$ cat config.mk
export PLATFORM = sky130hd
export DESIGN_NAME = pixel_clip_queue
export DESIGN_NICKNAME = d
export VERILOG_FILES = /design/src/rtl/pixel_clip_queue_pkg.sv /design/src/rtl/pixel_clip_queue_sync_fifo.sv /design/src/rtl/pixel_clip_queue.sv
export SDC_FILE = /design/constraint.sdc
export NUM_CORES = 1
export LEC_CHECK = 0
export ABC_CLOCK_PERIOD_IN_PS = 5230
export CORE_MARGIN = 1
export CORE_UTILIZATION = 56
export CTS_CLUSTER_DIAMETER = 50
export DETAILED_ROUTE_END_ITERATION = 8
export GPL_TIMING_DRIVEN = 1
export PLACE_DENSITY = 0.78
export REMOVE_ABC_BUFFERS = 1
export SETUP_SLACK_MARGIN = 0.5
export SYNTH_ARGS = -nofsm -noshare
export SYNTH_HDL_FRONTEND = slang
export SYNTH_HIERARCHICAL = 1
export SYNTH_SLANG_ARGS = --single-unit
$ cat constraint.sdc
create_clock -name clk -period 5.23 [get_ports clk]
set_input_delay 0.523 -clock clk [delete_from_list [all_inputs] [get_ports clk]]
set_output_delay 0.523 -clock clk [all_outputs]
set_load 0.02 [all_outputs]
$ cat src/rtl/pixel_clip_queue_pkg.sv
// Shared types and constants for the pixel clip queue and the drawing stages after it.
// The PLOT_DEDUP_EN build option lives in pixel_clip_queue.sv.
package pixel_clip_queue_pkg;

    localparam int unsigned VGA_W   = 160;
    localparam int unsigned VGA_H   = 120;
    localparam int unsigned IN_X_W  = 10;
    localparam int unsigned IN_Y_W  = 9;
    localparam int unsigned VGA_X_W = 8;
    localparam int unsigned VGA_Y_W = 7;
    localparam int unsigned COL_W   = 3;

    typedef enum logic [1:0] {
        PCQ_IDLE,
        PCQ_RUN,
        PCQ_DRAIN,
        PCQ_DONE
    } pcq_state_t;

    typedef struct packed {
        logic [VGA_X_W-1:0] x;
        logic [VGA_Y_W-1:0] y;
        logic [COL_W-1:0]   colour;
    } pixel_t;

    // Two's-complement coordinates: a clear sign bit plus an unsigned bound is the signed range test.
    function automatic logic on_screen(input logic [IN_X_W-1:0] x, input logic [IN_Y_W-1:0] y);
        return !x[IN_X_W-1] && (x < IN_X_W'(VGA_W)) &&
               !y[IN_Y_W-1] && (y < IN_Y_W'(VGA_H));
    endfunction

endpackage

$ cat src/rtl/pixel_clip_queue_sync_fifo.sv
// Synchronous pixel FIFO with extra-bit pointers; reusable by the other drawing stages.
module pixel_clip_queue_sync_fifo
    import pixel_clip_queue_pkg::*;
#(
    parameter int unsigned DEPTH = 8
) (
    input  logic                     clk,
    input  logic                     rst_n,
    input  logic                     push_i,
    input  pixel_t                   data_i,
    input  logic                     pop_i,
    output pixel_t                   head_o,
    output logic                     full_o,
    output logic                     empty_o,
    output logic [$clog2(DEPTH):0]   count_o
);

    localparam int unsigned AW = $clog2(DEPTH);
    localparam int unsigned PW = AW + 1;

    logic [PW-1:0] wr_q, wr_d;
    logic [PW-1:0] rd_q, rd_d;
    pixel_t        mem_q [DEPTH];
    logic          do_push;
    logic          do_pop;

    assign empty_o = (wr_q == rd_q);
    assign full_o  = (wr_q[AW] != rd_q[AW]) && (wr_q[AW-1:0] == rd_q[AW-1:0]);
    assign count_o = wr_q - rd_q;
    assign head_o  = mem_q[rd_q[AW-1:0]];

    // A full FIFO still takes a push when the head leaves in the same cycle.
    assign do_pop  = pop_i && !empty_o;
    assign do_push = push_i && (!full_o || do_pop);

    always_comb begin
        wr_d = wr_q;
        rd_d = rd_q;
        if (do_push) wr_d = wr_q + PW'(1);
        if (do_pop)  rd_d = rd_q + PW'(1);
    end

    always_ff @(posedge clk or negedge rst_n) begin
        if (!rst_n) begin
            wr_q <= '0;
            rd_q <= '0;
        end else begin
            wr_q <= wr_d;
            rd_q <= rd_d;
        end
    end

    always_ff @(posedge clk) begin
        if (do_push) mem_q[wr_q[AW-1:0]] <= data_i;
    end

endmodule

$ cat src/rtl/pixel_clip_queue.sv
// Clips raw signed octant pixels to the 160x120 grid, queues survivors for the VGA adapter
// and pulses done once the primitive is fully plotted. Option: PLOT_DEDUP_EN drops repeats.
module pixel_clip_queue
    import pixel_clip_queue_pkg::*;
#(
    parameter int unsigned DEPTH = 8,
    parameter int unsigned CNT_W = 16
) (
    input  logic                clk,
    input  logic                rst_n,
    input  logic                in_valid,
    output logic                in_ready,
    input  logic [IN_X_W-1:0]   in_x,
    input  logic [IN_Y_W-1:0]   in_y,
    input  logic [COL_W-1:0]    in_colour,
    input  logic                in_last,
    input  logic                vga_ready,
    output logic [VGA_X_W-1:0]  vga_x,
    output logic [VGA_Y_W-1:0]  vga_y,
    output logic [COL_W-1:0]    vga_colour,
    output logic                vga_plot,
    output logic                done,
    output logic [CNT_W-1:0]    clip_cnt
);

    localparam int unsigned CW = $clog2(DEPTH) + 1;

    pcq_state_t        state_q, state_d;
    logic [CNT_W-1:0]  clip_cnt_q, clip_cnt_d;
    logic              transfer;
    logic              start;
    logic              kept;
    logic              dup;
    logic              push;
    logic              pop;
    logic              fifo_full;
    logic              fifo_empty;
    logic [CW-1:0]     fifo_count;
    pixel_t            pix_in;
    pixel_t            head;

    assign transfer = in_valid && in_ready;
    assign start    = transfer && ((state_q == PCQ_IDLE) || (state_q == PCQ_DONE));
    assign kept     = on_screen(in_x, in_y);
    assign pix_in   = '{x: VGA_X_W'(in_x), y: VGA_Y_W'(in_y), colour: in_colour};
    assign push     = transfer && kept && !dup;
    assign pop      = !fifo_empty && vga_ready;

`ifdef PLOT_DEDUP_EN
    pixel_t last_q, last_d;
    logic   last_vld_q, last_vld_d;

    // Compare register forgets the previous primitive as soon as the queue is idle.
    assign dup = last_vld_q && !start && (pix_in == last_q);

    always_comb begin
        last_d     = last_q;
        last_vld_d = last_vld_q;
        if ((state_q == PCQ_IDLE) || (state_q == PCQ_DONE)) last_vld_d = 1'b0;
        if (transfer && kept) begin
            last_d     = pix_in;
            last_vld_d = 1'b1;
        end
    end

    always_ff @(posedge clk or negedge rst_n) begin
        if (!rst_n) begin
            last_q     <= '0;
            last_vld_q <= 1'b0;
        end else begin
            last_q     <= last_d;
            last_vld_q <= last_vld_d;
        end
    end
`else
    assign dup = 1'b0;
`endif

    pixel_clip_queue_sync_fifo #(.DEPTH(DEPTH)) u_fifo (
        .clk     (clk),
        .rst_n   (rst_n),
        .push_i  (push),
        .data_i  (pix_in),
        .pop_i   (pop),
        .head_o  (head),
        .full_o  (fifo_full),
        .empty_o (fifo_empty),
        .count_o (fifo_count)
    );

    always_ff @(posedge clk or negedge rst_n) begin
        if (!rst_n) state_q <= PCQ_IDLE;
        else        state_q <= state_d;
    end

    always_comb begin
        state_d = state_q;
        case (state_q)
            PCQ_IDLE, PCQ_DONE: begin
                if (transfer)                  state_d = in_last ? PCQ_DRAIN : PCQ_RUN;
                else if (state_q == PCQ_DONE)  state_d = PCQ_IDLE;
            end
            PCQ_RUN: begin
                if (transfer && in_last) state_d = PCQ_DRAIN;
            end
            PCQ_DRAIN: begin
                // Empty already covers a primitive whose last pixel was clipped.
                if (fifo_empty || (pop && (fifo_count == CW'(1)))) state_d = PCQ_DONE;
            end
            default: state_d = PCQ_IDLE;
        endcase
    end

    always_comb begin
        in_ready   = !fifo_full && (state_q != PCQ_DRAIN);
        done       = (state_q == PCQ_DONE);
        vga_plot   = !fifo_empty;
        vga_x      = '0;
        vga_y      = '0;
        vga_colour = '0;
        if (!fifo_empty) begin
            vga_x      = head.x;
            vga_y      = head.y;
            vga_colour = head.colour;
        end
    end

    // Dropped-pixel counter restarts with each primitive and sticks at all-ones.
    always_comb begin
        clip_cnt_d = start ? '0 : clip_cnt_q;
        if (transfer && !kept && (clip_cnt_d != '1)) clip_cnt_d = clip_cnt_d + CNT_W'(1);
    end

    always_ff @(posedge clk or negedge rst_n) begin
        if (!rst_n) clip_cnt_q <= '0;
        else        clip_cnt_q <= clip_cnt_d;
    end

    assign clip_cnt = clip_cnt_q;

endmodule

# Word level (Yosys, flattened, before mapping)
# Memory sizes are Yosys's and may differ from the RTL's.
# Cells that the tools add are included.
word_totals:
  register_bits: 26
  ram_bits: 144
  input_bits: 27
  n_memories: 1
op_classes:
  add_sub_neg: 4
  magnitude_cmp: 2
  n_eq_ne: 12
  muxes: 13
  n_reduce_logical: 26
memory_table:
  columns: ["memory", "words", "width", "rd", "rd_ports_with_merged_regs", "wr", "line", "text"]
  rows:
  - ["u_fifo.mem_q", 8, 18, 1, 0, 1, "pixel_clip_queue_sync_fifo.sv:23", "pixel_t mem_q [DEPTH];"]
ops:
  columns: ["cell", "n"]
  rows:
  - ["$mux W16", 2]
  - ["$add A16 B1 Y16 const B", 1]
  - ["$ne A16 B16 Y1 const B", 1]
  - ["$logic_and A1 B1 Y1", 15]
  - ["$lt A10 B8 Y1 const B", 1]
  - ["$mux W2", 5]
  - ["$lt A9 B7 Y1 const B", 1]
  - ["$add A4 B1 Y4 const B", 2]
  - ["$mux W8", 1]
  - ["$mux W7", 1]
  - ["$ne A2 B2 Y1 const B", 3]
  - ["$pmux W2 S3", 1]
  - ["$logic_not A1 Y1", 5]
  - ["$eq A2 B2 Y1 const B", 2]
  - ["$eq A4 B1 Y1 const B", 1]
  - ["$eq A4 B4 Y1", 1]
  - ["$sub A4 B4 Y4", 1]
  - ["$eq A3 B3 Y1", 1]
  - ["$logic_or A1 B1 Y1", 3]
  - ["$mux W3", 1]
  - ["$ne A3 B3 Y1 const B", 1]
  - ["$reduce_and A3 Y1", 1]
  - ["$eq A2 B1 Y1 const B", 1]
  - ["$logic_not A2 Y1", 1]
  - ["other kinds (3)", 4]

# Depth between registers and ports, before layout
# Gate-level depths: netlist (run 1).
logic_depth:
  ltp_word: 10
  depth_mapped: 14

# By module
# Netlist (run 1), hierarchy kept.
by_module_without_submodules:
  columns: ["mod", "n_inst", "cells_per_inst", "area_each_um2", "seq_area_each_um2"]
  rows:
  - ["pixel_clip_queue_sync_fifo", 1, 305, 5953.2, 4524.3]
  - ["pixel_clip_queue", 1, 141, 1242.4, 450.4]

# Worst setup path before layout (run 1)
# No wires, ideal clock.
synth_timing:
  kind: "reg2reg"
  from: "register u_fifo.rd_q[1]"
  to: "memory u_fifo/mem_q[4][0] (netlist name), enable pin"
  arrival_ns: 3.550
  required_time_ns: 4.814
  slack_ns: 1.264
  path_stages_with_launch: 11
  path_buffers: 2
  synth_period_minus_slack_ns: 3.966
  path_cell_list: "dfrtp_1 -> buf_2 -> buf_2 -> inv_1 -> ha_1 -> nand3_1 -> nor2_1 -> or3b_1 -> nor2_1 -> o311ai_2 -> nor3_1"
synth_between:
  elab_chain_len: 9
  word_cells_on_any_way: 14
  classes_between: "2 x eq/ne; 2 x mux; 10 x reduce/logical"
synth_rtl:
  columns: ["item", "line", "text"]
  rows:
  - ["start, declared", "pixel_clip_queue_sync_fifo.sv:22", "logic [PW-1:0] rd_q, rd_d;"]
  - ["start signal, assigned", "pixel_clip_queue_sync_fifo.sv:49", "rd_q <= rd_d;"]
  - ["$eq A3 B3 Y1", "pixel_clip_queue_sync_fifo.sv:28", "assign full_o = (wr_q[AW] != rd_q[AW]) && (wr_q[AW-1:0] == rd_q[AW-1:0]);"]
  - ["$logic_and A1 B1 Y1", "pixel_clip_queue_sync_fifo.sv:28", null]
  - ["net fifo_full", "pixel_clip_queue.sv:36", "logic fifo_full;"]
  - ["$logic_not A1 Y1", "pixel_clip_queue.sv:115", "in_ready = !fifo_full && (state_q != PCQ_DRAIN);"]
  - ["$logic_and A1 B1 Y1", "pixel_clip_queue.sv:115", null]
  - ["$logic_and A1 B1 Y1", "pixel_clip_queue.sv:42", "assign transfer = in_valid && in_ready;"]
  - ["$logic_and A1 B1 Y1", "pixel_clip_queue.sv:46", "assign push = transfer && kept && !dup;"]
  - ["net push", "pixel_clip_queue.sv:34", "logic push;"]
  - ["$logic_and A1 B1 Y1", "pixel_clip_queue_sync_fifo.sv:34", "assign do_push = push_i && (!full_o || do_pop);"]
  - ["$mux W1", "pixel_clip_queue_sync_fifo.sv:54", "if (do_push) mem_q[wr_q[AW-1:0]] <= data_i;"]
  - ["$mux W1 (implied by the code)", "pixel_clip_queue_sync_fifo.sv:54", null]
  - ["end, declared", "pixel_clip_queue_sync_fifo.sv:23", null]
# The timed path passes the listed nets, and every way through them passes these cells.

# Final worst setup path (run 1)
layout_timing:
  from: "register u_fifo.wr_q[0]"
  to: "register clip_cnt_q[1], in the netlist clip_cnt[1]"
layout_between:
  elab_chain_len: 10
  word_cells_on_any_way: 12
  classes_between: "1 x add/sub; 2 x eq/ne; 2 x mux; 7 x reduce/logical"
layout_rtl:
  columns: ["item", "line", "text"]
  rows:
  - ["start, declared", "pixel_clip_queue_sync_fifo.sv:21", "logic [PW-1:0] wr_q, wr_d;"]
  - ["start signal, assigned", "pixel_clip_queue_sync_fifo.sv:48", "wr_q <= wr_d;"]
  - ["$eq A3 B3 Y1 (*)", "pixel_clip_queue_sync_fifo.sv:28", null]
  - ["$logic_and A1 B1 Y1 (*)", "pixel_clip_queue_sync_fifo.sv:28", null]
  - ["net fifo_full", "pixel_clip_queue.sv:36", null]
  - ["$logic_not A1 Y1 (*)", "pixel_clip_queue.sv:115", null]
  - ["$logic_and A1 B1 Y1 (*)", "pixel_clip_queue.sv:115", null]
  - ["$logic_and A1 B1 Y1 (*)", "pixel_clip_queue.sv:42", null]
  - ["parallel branches: the longest is 4 deep, another holds $add A16 B1 Y16", null, null]
  - ["$mux W16 (*)", "pixel_clip_queue.sv:131", "if (transfer && !kept && (clip_cnt_d != '1)) clip_cnt_d = clip_cnt_d + CNT_W'(1);"]
  - ["net clip_cnt_d[1]", "pixel_clip_queue.sv:29", "logic [CNT_W-1:0] clip_cnt_q, clip_cnt_d;"]
  - ["end signal, assigned", "pixel_clip_queue.sv:136", "else clip_cnt_q <= clip_cnt_d;"]
  - ["end, declared", "pixel_clip_queue.sv:29", null]
# Mark *: on every way through the listed nets, which the timed path passes.
# A chain may end at the register's enable or synchronous reset.

==> results of run 1 <==
-- area by class of cell --
class / count / area [sq um] / area share
Sequential cell: 170 / 4980 / 0.575
Multi-Input combinational cell: 246 / 2110 / 0.243
Clock buffer: 18 / 429 / 0.0496
Timing Repair Buffer: 76 / 728 / 0.0842
Inverter: 15 / 56.3 / 0.00651
Tap cell: 172 / 215 / 0.0249
Clock inverter: 14 / 138 / 0.0159
-- flip-flops by register name (all words and copies together) (netlist names) --
name,flops
clip_cnt,16
u_fifo/rd_q,4
state_q,2
u_fifo/wr_q,4
u_fifo/mem_q,144
-- through the flow --
step / total power, W / instance area, sq um / util / hold slack, ns / instances
floorplan: 0.00267 / 7120 / - / 0.227 / 431
global placement: 0.00319 / 8080 / 0.643 / 0.513 / 679
detailed placement: 0.00322 / 8080 / 0.643 / 0.515 / 679
CTS: 0.00441 / 8650 / 0.688 / 0.462 / 711
global route: 0.00460 / 8650 / 0.688 / 0.508 / 711
finish: 0.00437 / 8650 / 0.688 / 0.467 / 711
-- final timing paths --
check	from	end	slack, ns
min in group clk	u_fifo/wr_q[3]	u_fifo/wr_q[3]	0.52
hold / removal	rst_n	clip_cnt[7]	0.47
max in group asynchronous	rst_n	u_fifo/rd_q[0]	4.49
setup / recovery	u_fifo/wr_q[0]	clip_cnt[1]	1.49
setup reg to reg	u_fifo/wr_q[0]	clip_cnt[1]	1.49
hold reg to reg	u_fifo/wr_q[3]	u_fifo/wr_q[3]	0.52
-- routing by layer --
metal	up-vias	track usage	wire [um]
met4	0	0.0788	121
met1	2066	0.317	5980
met3	10	0.0569	736
li1	1860	-	-
met2	121	0.359	6840
met5	-	0	0
-- where the power goes --
group	total [W]	leakage (nW)	internal, W	switching, W
Sequential	0.00157	1.64	0.00152	0.0000479
Clock	0.00120	0.272	0.000666	0.000529
Combinational	0.00161	1.09	0.000771	0.000838
Total	0.00437	2.99	0.00296	0.00141
-- synth_stat cells, types with 4 or more instances --
| cell | n | area [sq um] |
|---|---|---|
| xor2_1 | 5 | 43.8 |
| a21oi_1 | 7 | 35.0 |
| ha_1 | 9 | 113 |
| inv_1 | 15 | 56.3 |
| nor3_1 | 6 | 30.0 |
| nor2_1 | 16 | 60.1 |
| or4_1 | 5 | 37.5 |
| dfrtp_1 | 26 | 651 |
| nand4_1 | 5 | 31.3 |
| mux4_2 | 36 | 811 |
| clkbuf_1 | 8 | 30.0 |
| nand3_1 | 8 | 40.0 |
| edfxtp_1 | 144 | 4320 |
| xnor2_1 | 11 | 96.3 |
| o21ai_0 | 4 | 20.0 |
| nor2b_1 | 19 | 119 |
| o31ai_1 | 5 | 37.5 |
| nand2_1 | 74 | 278 |
-- cell families (layout without fill, tap and decap cells) --
logic type	count (synthesis)	after routing	share of synthesized area
flip-flops	170	170	0.691
AND/OR/NAND/NOR	151	151	0.103
multiplexers	43	43	0.123
buffers and inverters	30	123	0.0177
AO/OA/AOI/OAI	26	26	0.0271
XOR/XNOR	16	16	0.0195
adder cells (fa/ha/maj)	10	10	0.0184
-- worst register-to-register path, stage by stage, from the launching register on --
cell and delay (ns):
dfrtp_1 0.50, inv_1 0.10, ha_1 0.31, nand3_1 0.17, nor2_1 0.26, nand4bb_2 0.41
and2_1 0.23, ha_1 0.17, nand3_1 0.13, or4_1 0.65, o311ai_2 0.34, mux2_2 0.37
==> summary.md, run 1 <==
| Metric | Value |
|---|---|
| Unrepaired setup endpoints after global routing | no |
| Synthesized cell area | 0.00720 sq mm |
| Synth Register Bits | 170 |
| Antenna violations before repair | 0 |
| Gr usage total | 0.229 |
| First-iteration detailed-routing DRC count | 279 |
| Setup TNS | 0 ns |
| Nets@finish | between 500 and 600 |
| Effective utilization at floorplan | 0.573 |
| I/O pins | 64 |
| Commonest cells after routing, fill and taps aside | edfxtp_1 (144), nand2_1 (74), clkdlybuf4s50_1 (63), mux4_2 (36), dfrtp_1 (25) |
| Core Region | roughly 0.013 sq mm |
| H-tree Lvls | 4 |
| Seq/Total Area, Yosys | 0.691 |
| Leakage | about 3 nW |
| Worst slew pin tran | 1.27 ns |
| RD Place Congestion | between 0.8 and 0.9 |
| Most common cell after layout, fill and taps aside | edfxtp_1 |
| Clk slew on worst S/H paths | 0.06 ns |
| MaxCap Viol Count | 0 |
| Layout cells sized above 1 | 0.174 |
| Die Width | 115 um |
| # Post-CTS Setup Buffers | 0 |
| CP Depth | 11 |
| Via density | 5.71 |
| Pre-Repair DR Iteration Count | 5 |
| Post-Synthesis Cells | 446 |
| Skew-Pair Late Insertion Delay | 0.42 ns |
| Final Hold Viols | 0 |
| Final period util | 0.715 |
| CTS tree | yes |
| Setup-failing EPs final | 0 |
| Syn Area/Cell | about 16 sq um |
| Crit path kind | reg -> reg |
| Worst R2R Path Depth | 11 |
| Max frequency | 0.268 GHz |
| Num CTS Buffers | 17 |
| Hold-fix buffers, CTS | 0 |
| DRC | 0 |
| CTS root buffer | clkbuf_16 |
| Hold crit path type | in -> async |
| Total global routing overflow | 0 |
| DR vias | 4057 |
| Post_cts resized | 0 |
| Clk buf depth | 2 |
| Final HPWL DP | 8.21 mm |
| WL/cell | approximately 19 um |
| Maximum vdd drop | 0.419 mV |
| Die Y | 115 um |
| Crit-path cells | inv_1 > ha_1 > nand3_1 > nor2_1 > nand4bb_2 > and2_1 > ha_1 > nand3_1 > or4_1 > o311ai_2 > mux2_2 |
| I/O Buffers | 63 |
| Clock period minus final worst setup slack | approximately 3.7 ns |
| CP startpoint kind | register |
| Dominant synthesized flop cell | edfxtp_1 |
| Global-route wire length before repair | 21.6 mm |
| Pre-CTS worst setup slack | 1.54 ns |
| Yosys warnings | 6 |
| Slew Viols, Final | 0 |
| Fillers | 837 |
| Routed Antenna Nets | 0 |
| EDFF count, synth | 144 |
| Worst EP required | 5.54 ns |
| Outcome | complete, no violations |
| Slew margin rel. | 0.151 |
| # diodes | 0 |
| Max incr delay on CP | 0.65 ns |
| Final worst-path setup slack | 1.49 ns |
| Die area | roughly 0.013 sq mm |
| Routed WL | 13.7 mm |
| Rows | 41 |
| Clk_skew | 0.00668 ns |
| Crit path buf inv count | 1 |
| Area Overhead vs Synth | 20.2% |
| Worst setup EP type | register |
| Clock Sinks | between 150 and 200 |
| Number of global-route vias before repair | between 4000 and 5000 |
| Post-synthesis cell type count | 44 |
| Crit-path slowest cell | or4_1 |
| PwrDens | 506 mW/mm^2 |
| Largest net degree at the start of global routing | 41 |
| Cell family with most CP delay | simple AND/OR/NAND/NOR gates |
| Asr flop ratio synth | 0.153 |
| CP max FO | 17 |
| Crit path DAT | between 4 and 5 ns |
Power figures use the tool's default switching activity.
==> run 2, diff against run 1 <==
--- a/config.mk
+++ b/config.mk
@@ -5,7 +5,7 @@
 export SDC_FILE = /design/constraint.sdc
 export NUM_CORES = 1
 export LEC_CHECK = 0
-export ABC_CLOCK_PERIOD_IN_PS = 5230
+export ABC_CLOCK_PERIOD_IN_PS = 3650
 export CORE_MARGIN = 1
 export CORE_UTILIZATION = 56
 export CTS_CLUSTER_DIAMETER = 50
==> constraint.sdc (replaced) <==
create_clock -name clk -period 3.65 [get_ports clk]
set_input_delay 0.365 -clock clk [delete_from_list [all_inputs] [get_ports clk]]
set_output_delay 0.365 -clock clk [all_outputs]
set_load 0.02 [all_outputs]
==> run 2 against run 1 <==
Against the previous run: global-route usage is 1.5 points higher; maximum frequency is 21% higher; largest cell class unchanged; critical path type unchanged; power is 49% higher.
==> summary.md, run 2 (synthesis results as in run 1) <==
| Metric | Value |
|---|---|
| Outcome | complete, no violations |
| WL/cell | 20.6 um (+6.8%) |
| Unrepaired setup endpoints after global routing | yes |
| DR vias | 4205 (+3.6%) |
| Slew Viols, Final | 0 (unchanged) |
| Max frequency | 0.323 GHz (+21%) |
| Final Hold Viols | 0 (unchanged) |
| CP max FO | 8 (-9) |
| Core Region | 0.0126 sq mm (unchanged) |
| Crit path DAT | 3.41 ns (-0.64 ns) |
| Total global routing overflow | 0 (unchanged) |
| Layout cells sized above 1 | 0.215 (+0.0408) |
| CTS root buffer | clkbuf_16 |
| Setup-failing EPs final | 0 (unchanged) |
| Hold Worst Slack | 0.317 ns (-0.151 ns) |
| Num CTS Buffers | 17 (unchanged) |
| Clk slew on worst S/H paths | 0.06 ns (about the same) |
| Clock period minus final worst setup slack | 3.09 ns (-0.646 ns) |
| I/O Buffers | 63 (unchanged) |
| Crit-path slowest cell | or4_4 |
| Maximum vdd drop | 0.544 mV (+30%) |
| Met1 wire length | 6.25 mm (+4.4%) |
| Die Y | 115 um (unchanged) |
| Most common cell after layout, fill and taps aside | edfxtp_1 |
| Routed WL | 14.9 mm (+9.0%) |
| RD Place Congestion | 0.829 (-0.44%) |
| Dpl cells | 689 (+1.5%) |
| Nets@finish | 577 (+2.5%) |
| I/O pins | 64 (unchanged) |
| Post-layout util | 0.706 (+0.0182) |
| CTS tree | yes |
| Skew-Pair Late Insertion Delay | 0.43 ns (about the same) |
| Commonest cells after routing, fill and taps aside | edfxtp_1 (144), nand2_1 (74), clkdlybuf4s50_1 (63), mux4_2 (36), buf_4 (25) |
| Register Area | 0.00498 sq mm (about the same) |
| Routed Antenna Nets | 0 (unchanged) |
| Routed wl met3 | 777 um (+5.6%) |
| Global-route wire length before repair | 22.8 mm (+5.3%) |
| Clk_skew | 0.00635 ns (-0.000327 ns) |
| # diodes | 0 (unchanged) |
| Crit path buf inv count | 0 (-1) |
| Final period util | 0.847 (+0.132) |
| MaxCap Viol Count | 0 (unchanged) |
| Met2 WL | 7.64 mm (+12%) |
| CP Depth | 10 (-1) |
| PwrDens | 734 mW/mm^2 (+45%) |
| Area Overhead vs Synth | 23.4% |
| H-tree Lvls | 4 (unchanged) |
| First-iteration detailed-routing DRC count | 451 (+62%) |
| Clk buf depth | 2 (unchanged) |
| Worst R2R Path Depth | 10 (-1) |
| Fillers | 813 (-2.9%) |
| Max FFs per register | 144 (unchanged) |
| Uppermost layer routed | met4 |
| Setup TNS | 0 ns (unchanged) |
| Number of global-route vias before repair | 4234 (+5.2%) |
| Worst setup EP type | register |
| Crit path top cell by count | nand3_2 |
| Gr usage total | 0.244 (+0.0148) |
| Hold-fix buffers, CTS | 0 (unchanged) |
| Non-Filler Instances | 725 (+2.0%) |
| Via density | 5.80 (+1.6%) |
| Slew margin rel. | 0.587 (+0.436) |
| Die area | 0.0133 sq mm (unchanged) |
| Crit path kind | reg -> reg |
| Worst slew pin tran | 0.613 ns (-0.659 ns) |
| Die Width | 115 um (unchanged) |
| Leakage | 3.09 nW (+3.3%) |
| Hold crit path type | in -> async |
| Cell family with most CP delay | simple AND/OR/NAND/NOR gates |
| Multi-input gate area | 0.00218 sq mm (+3.7%) |
| Effective utilization at floorplan | 0.573 (unchanged) |
| Crit-path cells | ha_1 > nand3_2 > nor2_4 > nand4bb_4 > and2_1 > ha_2 > nand3_2 > or4_4 > o311ai_4 > mux2_2 |
| Clock Sinks | 170 (unchanged) |
| CP startpoint kind | register |
| Rows | 41 (unchanged) |
| Final HPWL DP | 8.96 mm (+9.1%) |
| Largest net degree at the start of global routing | 41 (unchanged) |
| Power, Total | 0.00651 W (+49%) |
| Worst EP required | 3.97 ns (-1.57 ns) |
| Antenna violations before repair | 0 (unchanged) |
| Pre-Repair DR Iteration Count | 4 (-1) |
| Max incr delay on CP | 0.54 ns (-0.11 ns) |
| DRC | 0 (unchanged) |
run 2: per-layer routing:
layer / GRT usage / up-vias
met5: 0 / -
met2: 0.401 / 143
met4: 0.0857 / 0
li1: - / 1892
met3: 0.0633 / 25
met1: 0.317 / 2145
run 2: layout make-up:
type / count / share of cell area
clock buffers: 21 / 0.0530
clock inverters: 11 / 0.0135
inverters: 15 / 0.00634
multi-input cells: 246 / 0.246
flip-flops and latches: 170 / 0.561
well taps: 172 / 0.0242
repair buffers: 90 / 0.0960
run 2: final timing paths:
| kind | from | end | slack (ns) |
|---|---|---|---|
| max in group asynchronous | rst_n | u_fifo/wr_q[0] | 3.05 |
| hold / removal | rst_n | clip_cnt[12] | 0.32 |
| hold reg to reg | clip_cnt[6] | clip_cnt[6] | 0.55 |
| setup / recovery | u_fifo/wr_q[1] | clip_cnt[1] | 0.56 |
| setup reg to reg | u_fifo/wr_q[1] | clip_cnt[1] | 0.56 |
| min in group clk | clip_cnt[6] | clip_cnt[6] | 0.55 |
run 2: repair_timing:
| action | 4_1_cts | 5_1_grt |
|---|---|---|
| pin swaps | 0 | 4 |
| gates resized for setup | 5 | 13 |
| setup buffers | 0 | 4 |
| endpoints found under the setup margin | 37 | 67 |
run 2: worst reg2reg max path, cell delays in order, from the launching register on:
cell and delay (ns):
dfrtp_2 0.48, ha_1 0.36, nand3_2 0.11, nor2_4 0.15
nand4bb_4 0.18, and2_1 0.17, ha_2 0.19, nand3_2 0.10
or4_4 0.54, o311ai_4 0.32, mux2_2 0.37
run 2: power by group:
group	internal [W]	switching [W]
logic	0.00119	0.00129
registers	0.00218	0.0000732
clock network	0.00106	0.000724
total	0.00443	0.00209
run 2: metrics by stage:
stage	area (sq um)	worst slack (ns)
2_1_floorplan	7120	-1.24
4_1_cts	8780	0.412
5_1_grt	8880	0.435
3_3_place_gp	8170	0.358
3_5_place_dp	8170	0.194
6_report	8880	0.559
